<file path="src/rtl/progmem_dump.sv">
// progmem_dump: reads program RAM from address 0 upward and streams each byte over a valid/ready port.
// Build option DUMP_CHECKSUM_EN appends a byte that makes the mod-256 sum of the stream zero.
module progmem_dump #(
    parameter int ADDR_W = 12,
    parameter int NBYTES = 4096
) (
    input  logic              clk,
    input  logic              n_reset,
    input  logic              start,
    input  logic              loaded,
    output logic              mem_ce,
    output logic [ADDR_W-1:0] mem_addr,
    input  logic [7:0]        mem_dout,
    output logic [7:0]        tx_data,
    output logic              tx_valid,
    input  logic              tx_ready,
    output logic              busy,
    output logic              done
);
    typedef enum logic [2:0] {IDLE, REQ, WAIT, SEND, CSUM, FIN} state_t;
    // ptr has one spare bit so a full 2^ADDR_W dump still reaches the last-byte compare
    localparam logic [ADDR_W:0] LAST = (ADDR_W+1)'(NBYTES - 1);
    state_t          state_q, state_d;
    logic [ADDR_W:0] ptr_q, ptr_d;
    logic [7:0]      data_q, data_d;
`ifdef DUMP_CHECKSUM_EN
    logic [7:0]      sum_q, sum_d;
`endif
    always_comb begin
        state_d = state_q;
        ptr_d   = ptr_q;
        data_d  = data_q;
`ifdef DUMP_CHECKSUM_EN
        sum_d   = sum_q;
`endif
        case (state_q)
            IDLE: if (start && loaded) begin
                state_d = REQ;
                ptr_d   = '0;
`ifdef DUMP_CHECKSUM_EN
                sum_d   = '0;
`endif
            end
            REQ:  state_d = WAIT;
            WAIT: begin
                data_d  = mem_dout;
`ifdef DUMP_CHECKSUM_EN
                sum_d   = sum_q + mem_dout;
`endif
                state_d = SEND;
            end
            SEND: if (tx_ready) begin
                if (ptr_q == LAST) begin
`ifdef DUMP_CHECKSUM_EN
                    state_d = CSUM;
                    data_d  = ~sum_q + 8'd1;
`else
                    state_d = FIN;
`endif
                end else begin
                    ptr_d   = ptr_q + 1'b1;
                    state_d = REQ;
                end
            end
            CSUM: if (tx_ready) state_d = FIN;
            FIN:  state_d = IDLE;
            default: state_d = IDLE;
        endcase
        // Losing the RAM mid-dump abandons it and restores the idle outputs
        if (state_q != IDLE && !loaded) begin
            state_d = IDLE;
            ptr_d   = '0;
            data_d  = '0;
`ifdef DUMP_CHECKSUM_EN
            sum_d   = '0;
`endif
        end
    end
    always_ff @(posedge clk or negedge n_reset) begin
        if (!n_reset) begin
            state_q <= IDLE;
            ptr_q   <= '0;
            data_q  <= '0;
`ifdef DUMP_CHECKSUM_EN
            sum_q   <= '0;
`endif
        end else begin
            state_q <= state_d;
            ptr_q   <= ptr_d;
            data_q  <= data_d;
`ifdef DUMP_CHECKSUM_EN
            sum_q   <= sum_d;
`endif
        end
    end
    assign mem_ce   = state_q == REQ;
    assign mem_addr = ptr_q[ADDR_W-1:0];
    assign tx_data  = data_q;
    assign tx_valid = state_q == SEND || state_q == CSUM;
    assign busy     = state_q != IDLE;
    assign done     = state_q == FIN;
endmodule

</file>
<file path="config.mk">
export PLATFORM = sky130hd
export DESIGN_NAME = progmem_dump
export DESIGN_NICKNAME = d
export VERILOG_FILES = /design/src/rtl/progmem_dump.sv
export SDC_FILE = /design/constraint.sdc
export NUM_CORES = 1
export LEC_CHECK = 0
export CAP_MARGIN = 5
export CORE_MARGIN = 2
export CORE_UTILIZATION = 32
export CTS_CLUSTER_DIAMETER = 150
export DETAILED_ROUTE_END_ITERATION = 6
export GPL_TIMING_DRIVEN = 0
export HOLD_SLACK_MARGIN = 0.03
export PLACE_DENSITY_LB_ADDON = 0.25
export SYNTH_ARGS = -nofsm -noshare
export SYNTH_HDL_FRONTEND = slang
export SYNTH_SLANG_ARGS = --single-unit
</file>
<file path="constraint.sdc">
create_clock -name clk -period 2 [get_ports clk]
set_input_delay 0.2 -clock clk [delete_from_list [all_inputs] [get_ports clk]]
set_output_delay 0.2 -clock clk [all_outputs]
set_load 0.02 [all_outputs]
</file>
==> results of run 1 <==
-- path summary, 6_finish.rpt --
check / slack, ns / endpoint / startpoint
setup / recovery: 0.12 / mem_ce / state_q[2]$_DFFE_PN0P_
hold / removal: 0.30 / tx_data[6]$_DFFE_PN0P_ / n_reset
setup reg to reg: 0.19 / ptr_q[10]$_DFFE_PN0P_ / ptr_q[0]$_DFFE_PN0P_
hold reg to reg: 0.55 / ptr_q[12]$_DFFE_PN0P_ / ptr_q[12]$_DFFE_PN0P_
max in group asynchronous: 1.19 / state_q[0]$_DFFE_PN0P_ / n_reset
min in group clk: 0.55 / ptr_q[12]$_DFFE_PN0P_ / ptr_q[12]$_DFFE_PN0P_
-- synth_stat cells, types with 4 or more instances --
| library cell | number | share of area [%] |
|---|---|---|
| dfrtp_1 | 24 | 41 |
| buf_2 | 4 | 1.4 |
| nor3_1 | 9 | 3.1 |
| inv_1 | 6 | 1.5 |
| nor2_1 | 4 | 1.0 |
| o21ai_0 | 7 | 2.4 |
| o22a_2 | 9 | 6.1 |
| buf_4 | 12 | 6.1 |
| nor4_1 | 4 | 1.7 |
| nand2_1 | 12 | 3.1 |
| nand3_1 | 6 | 2.0 |
| a22o_1 | 16 | 9.5 |
| nand4_1 | 4 | 1.7 |
| nor3b_1 | 4 | 2.0 |
-- registers in the layout, summed over array words and instances, names as in the netlist --
register / flops
tx_data: 8
ptr_q: 13
state_q: 3
-- per-stage QoR --
stage,worst slack [ns],util [%]
after floorplan,0.309,-
after global placement,0.107,43.3
after detailed placement,0.0727,43.3
after CTS,0.0435,45.1
after global routing,0.00458,45.6
final,0.122,45.6
-- cell families (layout without fill, tap and decap cells) --
logic type / Yosys count / count (layout) / share of synthesized area, %
DFF: 24 / 24 / 40.8
buffers and inverters: 27 / 68 / 11.3
AOI/OAI and AO/OA: 40 / 40 / 22.5
muxes: 1 / 1 / 0.680
and+or+nand+nor: 57 / 57 / 23.9
adders and majority gates: 1 / 1 / 0.849
-- worst max-delay path, cell delays in order, from the launching register on --
cell and delay, ns:
dfrtp_1 0.39, buf_2 0.18, nor3_1 0.21, clkdlybuf4s50_1 0.63
-- layout make-up --
class                   count  area (µm²)
plain buffers              21         146
clock buffers               3        41.3
clock inverters             1        30.0
fillers                   412        2380
inverters                   6        22.5
multi-input cells          99         713
flip-flops and latches     24         602
well taps                  52        65.1
repair buffers             37         379
-- routing by layer --
layer	vias up	track usage [%]
met5	-	0
met4	0	2.31
met3	2	3.94
met2	31	23.3
met1	581	17.1
li1	631	-
-- power groups by stage --
stage	clock network (mW)	registers, mW	logic, mW
2_1_floorplan	0	0.574	0.113
3_3_place_gp	0	0.547	0.257
3_5_place_dp	0	0.548	0.262
4_1_cts	0.438	0.541	0.264
5_1_grt	0.462	0.546	0.284
6_report	0.427	0.542	0.264
-- timing repair --
action | CTS | global route
endpoints found under the setup margin | 2 | 14
pin swaps | 0 | 1
resized for setup | 4 | 3
==> results by group, run 1 <==
Status
  • Run status: complete, no violations

Cells and area
  • Commonest cells after routing, fill and taps aside: clkdlybuf4s50_1 (33), dfrtp_1 (23), a22o_1 (16), buf_4 (13), nand2_1 (12)
  • Design Area, Final: ~0.002 mm²
  • Diode count: 0
  • Layout cells sized above 1: a little under a quarter
  • Non-filler cells, final: ~240
  • Nets: approximately 200
  • P&R area growth vs syn: 35.8%
  • Commonest non-fill, non-tap cell in the layout: clkdlybuf4s50_1

Job
  • Max-Cap Viols: 0

Detailed routing
  • Met3 routed WL: 154 µm
  • Drt wl/cell: between 10 and 15 µm
  • Vias: between 1000 and 1500
  • Final wirelength: approximately 3.3 mm
  • Vias per inst: 5.12
  • Number of remaining DRC errors: 0
  • Met2 routed WL: roughly 1.6 mm
  • DR pass1 iterations: 4
  • Top Metal Used: met4
  • Detailed router's first-iteration violation count: between 50 and 60
  • Antenna Nets Post-Route: 0
  • Met1 WL: between 1.5 and 2 mm

Synthesis
  • Sequential-to-total area share from yosys stat: between 40% and 50%
  • Synth Register Bits: 24
  • Mapped Cells: 150
  • Post-Syn Area: approximately 0.0015 mm²
  • Post-synth cell types: 36
  • Syn nets: about 160
  • Yosys warns: 0
  • Mean area per synthesized cell: just under 10 µm²
  • Async SR Flop Fraction: between 90% and 100%
  • Post-synth EDFFs: 0
  • Main synth FF type: dfrtp_1

STA
  • Final hold vios: 0
  • Sum Neg Setup Slack: 0 ns
  • Skew final: about 0.006 ns
  • Fmax: about 0.53 GHz
  • Tcrit/Tclk final: 93.9%
  • Hold slack: a little over 0.3 ns
  • Pins Over Slew Limit: 0
  • Worst Tran Pin Value: 0.596 ns
  • Clock period minus worst slack: roughly 1.9 ns
  • Endpoints failing setup: 0
  • Unrepaired setup endpoints after global routing: no
  • Max-slew headroom: ~60%

GRT
  • Number of global-route vias before repair: ~1200
  • Initial antenna violation count: 0
  • Total gr overflow: 0
  • Tot GR Track Use: between 10% and 20%
  • Largest net degree at the start of global routing: 25
  • First-pass GRT wire length: around 5.7 mm

Die
  • Rows: 24
  • Die Ht: ~70 µm
  • Die X: 71.8 µm
  • Die area: ~0.0052 mm²
  • I/O pins: 37
  • Initial Util: ~34%
  • Placeable Area: between 0.004 and 0.005 mm²

Place
  • Placed cell count: 238
  • Dpl cell area: roughly 0.0019 mm²
  • RePlAce Congestion: roughly 0.77
  • Port-buffer cells: 36
  • Final HPWL DP: about 2.4 mm

Critical path
  • Cell depth of the worst flop-to-flop path: 6
  • Critical path class: reg2out
  • WP data required: between 1.5 and 2 ns
  • Crit start category: flip-flop
  • Crit end category: primary output
  • Crit path DAT: ~1.7 ns
  • Critical path fanouts, max: 10

Power
  • Combinational power share: a little over a fifth
  • LEAKAGE: slightly below 0.9 nW
  • Max IR drop VDD: about 0.41 mV
  • Pwr Density: slightly above 600 mW/mm²
  • P_int: just over 0.9 mW
  • Seq pwr share: 43.9%
  • Switch share: between 20% and 30%
  • Tot Pwr: approximately 1.2 mW
  • Psw: roughly 0.32 mW
  • Clock share of power: between 30 and 40%

CTS
  • Post-CTS Setup Inserts: 0
  • Clock latency at the later pin of the worst-skew pair: 0.27 ns
  • Root Buffer: clkbuf_8
  • Htree depth: 1
  • Inserted Clock Buffers: 3
  • Clock transition at path regs: approximately 0.09 ns
  • CTS tree: yes
  • Clock buffer depth: 2
  • Clock sinks: 24
  • # hold bufs at CTS: 0

Worst hold path
  • Hold crit path type: in2async
No activity file was read; power rests on OpenSTA's default activity.
==> run 2, diff against run 1 <==
==> constraint.sdc (replaced) <==
create_clock -name clk -period 1.55 [get_ports clk]
set_input_delay 0.155 -clock clk [delete_from_list [all_inputs] [get_ports clk]]
set_output_delay 0.155 -clock clk [all_outputs]
set_load 0.02 [all_outputs]
==> run 2 against run 1 <==
The flow now finishes with violations (negative setup slack). Wire length increased by 25%. Total power rose by 35%. Critical endpoint is now ptr_q[5]$_DFFE_PN0P_. Cell area grew 18%. Largest power group unchanged. Highest routed layer unchanged. Sequential share of layout area is 4.3 points lower. Global-route usage is 2.3 points higher. Core utilization grew 8.2 points. Non-clock buffer count up 24. Register-to-register slack got worse by 0.27 ns.
==> results by group, run 2 (synthesis gave the netlist of run 1 again) <==
Power
  • Max IR drop VDD: 0.498 mV (+23%)
  • Pwr Density: 708 mW/mm² (+15%)
  • LEAKAGE: 1.07 nW (+21%)

Place
  • Port-buffer cells: 36 (unchanged)
  • Dpl cell area: 0.00191 mm² (+0.53%)
  • Placed cell count: 238 (unchanged)
  • DP Worst Slack: -0.233 ns (-0.305 ns)
  • RePlAce Congestion: 0.824 (+6.9%)
  • Final HPWL DP: 2.44 mm (about the same)

Die
  • I/O pins: 37 (unchanged)
  • Rows: 24 (unchanged)
  • Die area: 0.00516 mm² (unchanged)
  • Initial Util: 33.6% (unchanged)
  • Die X: 71.8 µm (unchanged)
  • Placeable Area: 0.00438 mm² (unchanged)
  • Die Ht: 71.8 µm (unchanged)

Cells and area
  • Diode count: 0 (unchanged)
  • Non-filler cells, final: 267 (+9.9%)
  • P&R area growth vs syn: 60.2%
  • Design Area, Final: 0.00236 mm² (+18%)
  • Commonest cells after routing, fill and taps aside: buf_4 (32), clkdlybuf4s50_1 (21), dfrtp_1 (17), a22o_1 (16), nand2_1 (12)
  • Max reg flops: 13 (unchanged)
  • Area of the multi-input gates: 833 µm² (+17%)
  • Register area: 609 µm² (+1.2%)
  • Layout cells sized above 1: 41.9% (+19 points)
  • Nets: 230 (+12%)
  • Filler cell count in the final layout: 386 (-6.3%)
  • Most flop-heavy register: ptr_q
  • Commonest non-fill, non-tap cell in the layout: buf_4

CTS
  • Clock buffer depth: 2 (unchanged)
  • CTS tree: yes
  • Clock sinks: 24 (unchanged)
  • Root Buffer: clkbuf_8
  • Inserted Clock Buffers: 3 (unchanged)
  • Clock transition at path regs: 0.09 ns (about the same)
  • Htree depth: 1 (unchanged)
  • # hold bufs at CTS: 0 (unchanged)
  • Clock latency at the later pin of the worst-skew pair: 0.27 ns (about the same)

Status
  • Violated checks: negative setup slack
  • Run status: finished, violations left

Detailed routing
  • Drt wl/cell: 15.7 µm (+14%)
  • DR pass1 iterations: 4 (unchanged)
  • Number of remaining DRC errors: 0 (unchanged)
  • Detailed router's first-iteration violation count: 61 (+3.4%)
  • Antenna Nets Post-Route: 0 (unchanged)
  • Final wirelength: 4.19 mm (+25%)
  • Vias per inst: 5.24 (+2.2%)
  • Vias: 1398 (+12%)

GRT
  • First-pass GRT wire length: 6.40 mm (+13%)
  • Largest net degree at the start of global routing: 25 (unchanged)
  • Tot GR Track Use: 15.8% (+2.3 points)
  • Number of global-route vias before repair: 1357 (+9.2%)
  • Total gr overflow: 0 (unchanged)
  • Initial antenna violation count: 0 (unchanged)

STA
  • Max-slew headroom: 25.2% (-35 points)
  • Unrepaired setup endpoints after global routing: yes
  • Skew final: 0.000566 ns (-0.00543 ns)
  • Clock period minus worst slack: 1.63 ns
  • Pins Over Slew Limit: 0 (unchanged)
  • Worst Tran Pin Value: 1.12 ns (+0.522 ns)
  • Tcrit/Tclk final: 105%
  • Setup WS post-layout: -0.0778 ns (-0.200 ns)
  • Fmax: between 0.6 and 0.7 GHz
  • Hold slack: 0.480 ns (+0.176 ns)
  • Final hold vios: 0 (unchanged)
  • Endpoints failing setup: 12 (+12)

Critical path
  • Critical path class: reg2reg
  • Slowest CP cell: dfrtp_1
  • Crit path DAT: 1.79 ns (+0.11 ns)
  • Critical path fanouts, max: 5 (-5)
  • Cells along the critical path: buf_4 -> nand4_1 -> or2_2 -> and3_1 -> a211o_2
  • WP data required: 1.71 ns (-0.09 ns)
  • Cell depth of the worst flop-to-flop path: 5 (-1)
  • Crit end category: flip-flop
  • Crit start category: flip-flop
  • Max incr delay on CP: 0.42 ns (-0.21 ns)

Job
  • Max-Cap Viols: 0 (unchanged)

Worst hold path
  • Hold crit path type: in2async
[run 2: cell type report]
| cell class | count | share of cell area, % |
|---|---|---|
| flip-flops and latches | 24 | 25.8 |
| multi-input cells | 99 | 35.3 |
| inverters | 6 | 0.955 |
| well taps | 52 | 2.76 |
| clock buffers | 3 | 1.75 |
| plain buffers | 21 | 7.64 |
| clock inverters | 1 | 1.27 |
| repair buffers | 61 | 24.5 |
[run 2: metal layers]
layer,part of all wire [%],vias to the layer above,GRT usage [%]
met2,51,42,27.3
li1,-,681,-
met4,1.1,0,4.61
met5,0,-,0
met3,4.8,4,4.22
met1,43,671,19.2
[run 2: final timing paths]
check	start	end	slack, ns
min in group clk	tx_data[5]$_DFFE_PN0P_	tx_data[5]$_DFFE_PN0P_	0.55
max	ptr_q[0]$_DFFE_PN0P_	ptr_q[5]$_DFFE_PN0P_	-0.08
max in group asynchronous	n_reset	ptr_q[3]$_DFFE_PN0P_	0.32
max reg2reg	ptr_q[0]$_DFFE_PN0P_	ptr_q[5]$_DFFE_PN0P_	-0.08
min reg2reg	tx_data[5]$_DFFE_PN0P_	tx_data[5]$_DFFE_PN0P_	0.55
min	n_reset	ptr_q[9]$_DFFE_PN0P_	0.48
[run 2: power by group]
group | internal (mW) | total [mW] | switching [mW] | leakage, nW
Sequential | 0.663 | 0.695 | 0.0327 | 0.318
Clock | 0.345 | 0.552 | 0.207 | 0.0357
Combinational | 0.224 | 0.422 | 0.198 | 0.713
[run 2: repair_timing]
action / 4_1_cts / 5_1_grt
resized for setup: 47 / 29
cloned: 2 / 1
buffers inserted: 12 / 10
pin swaps: 4 / 14
endpoints found under the setup margin: 37 / 27
[run 2: metrics by stage]
stage                     total power, mW  util [%]  setup TNS [ns]
after global placement               1.04      43.5           -2.35
after detailed placement             1.05      43.5           -2.95
after global routing                 1.75      53.8           -1.28
final                                1.67      53.8          -0.620
after floorplan                     0.886         -               0
after CTS                            1.65      49.1         -0.0577
[run 2: worst max-delay path, delay by kind of cell, from the launching register on]
| family | cells | cell delay [ns] |
|---|---|---|
| flops | 1 | 0.42 |
| simple gates | 3 | 0.65 |
| compound gates | 1 | 0.29 |
| buf+inv | 1 | 0.17 |
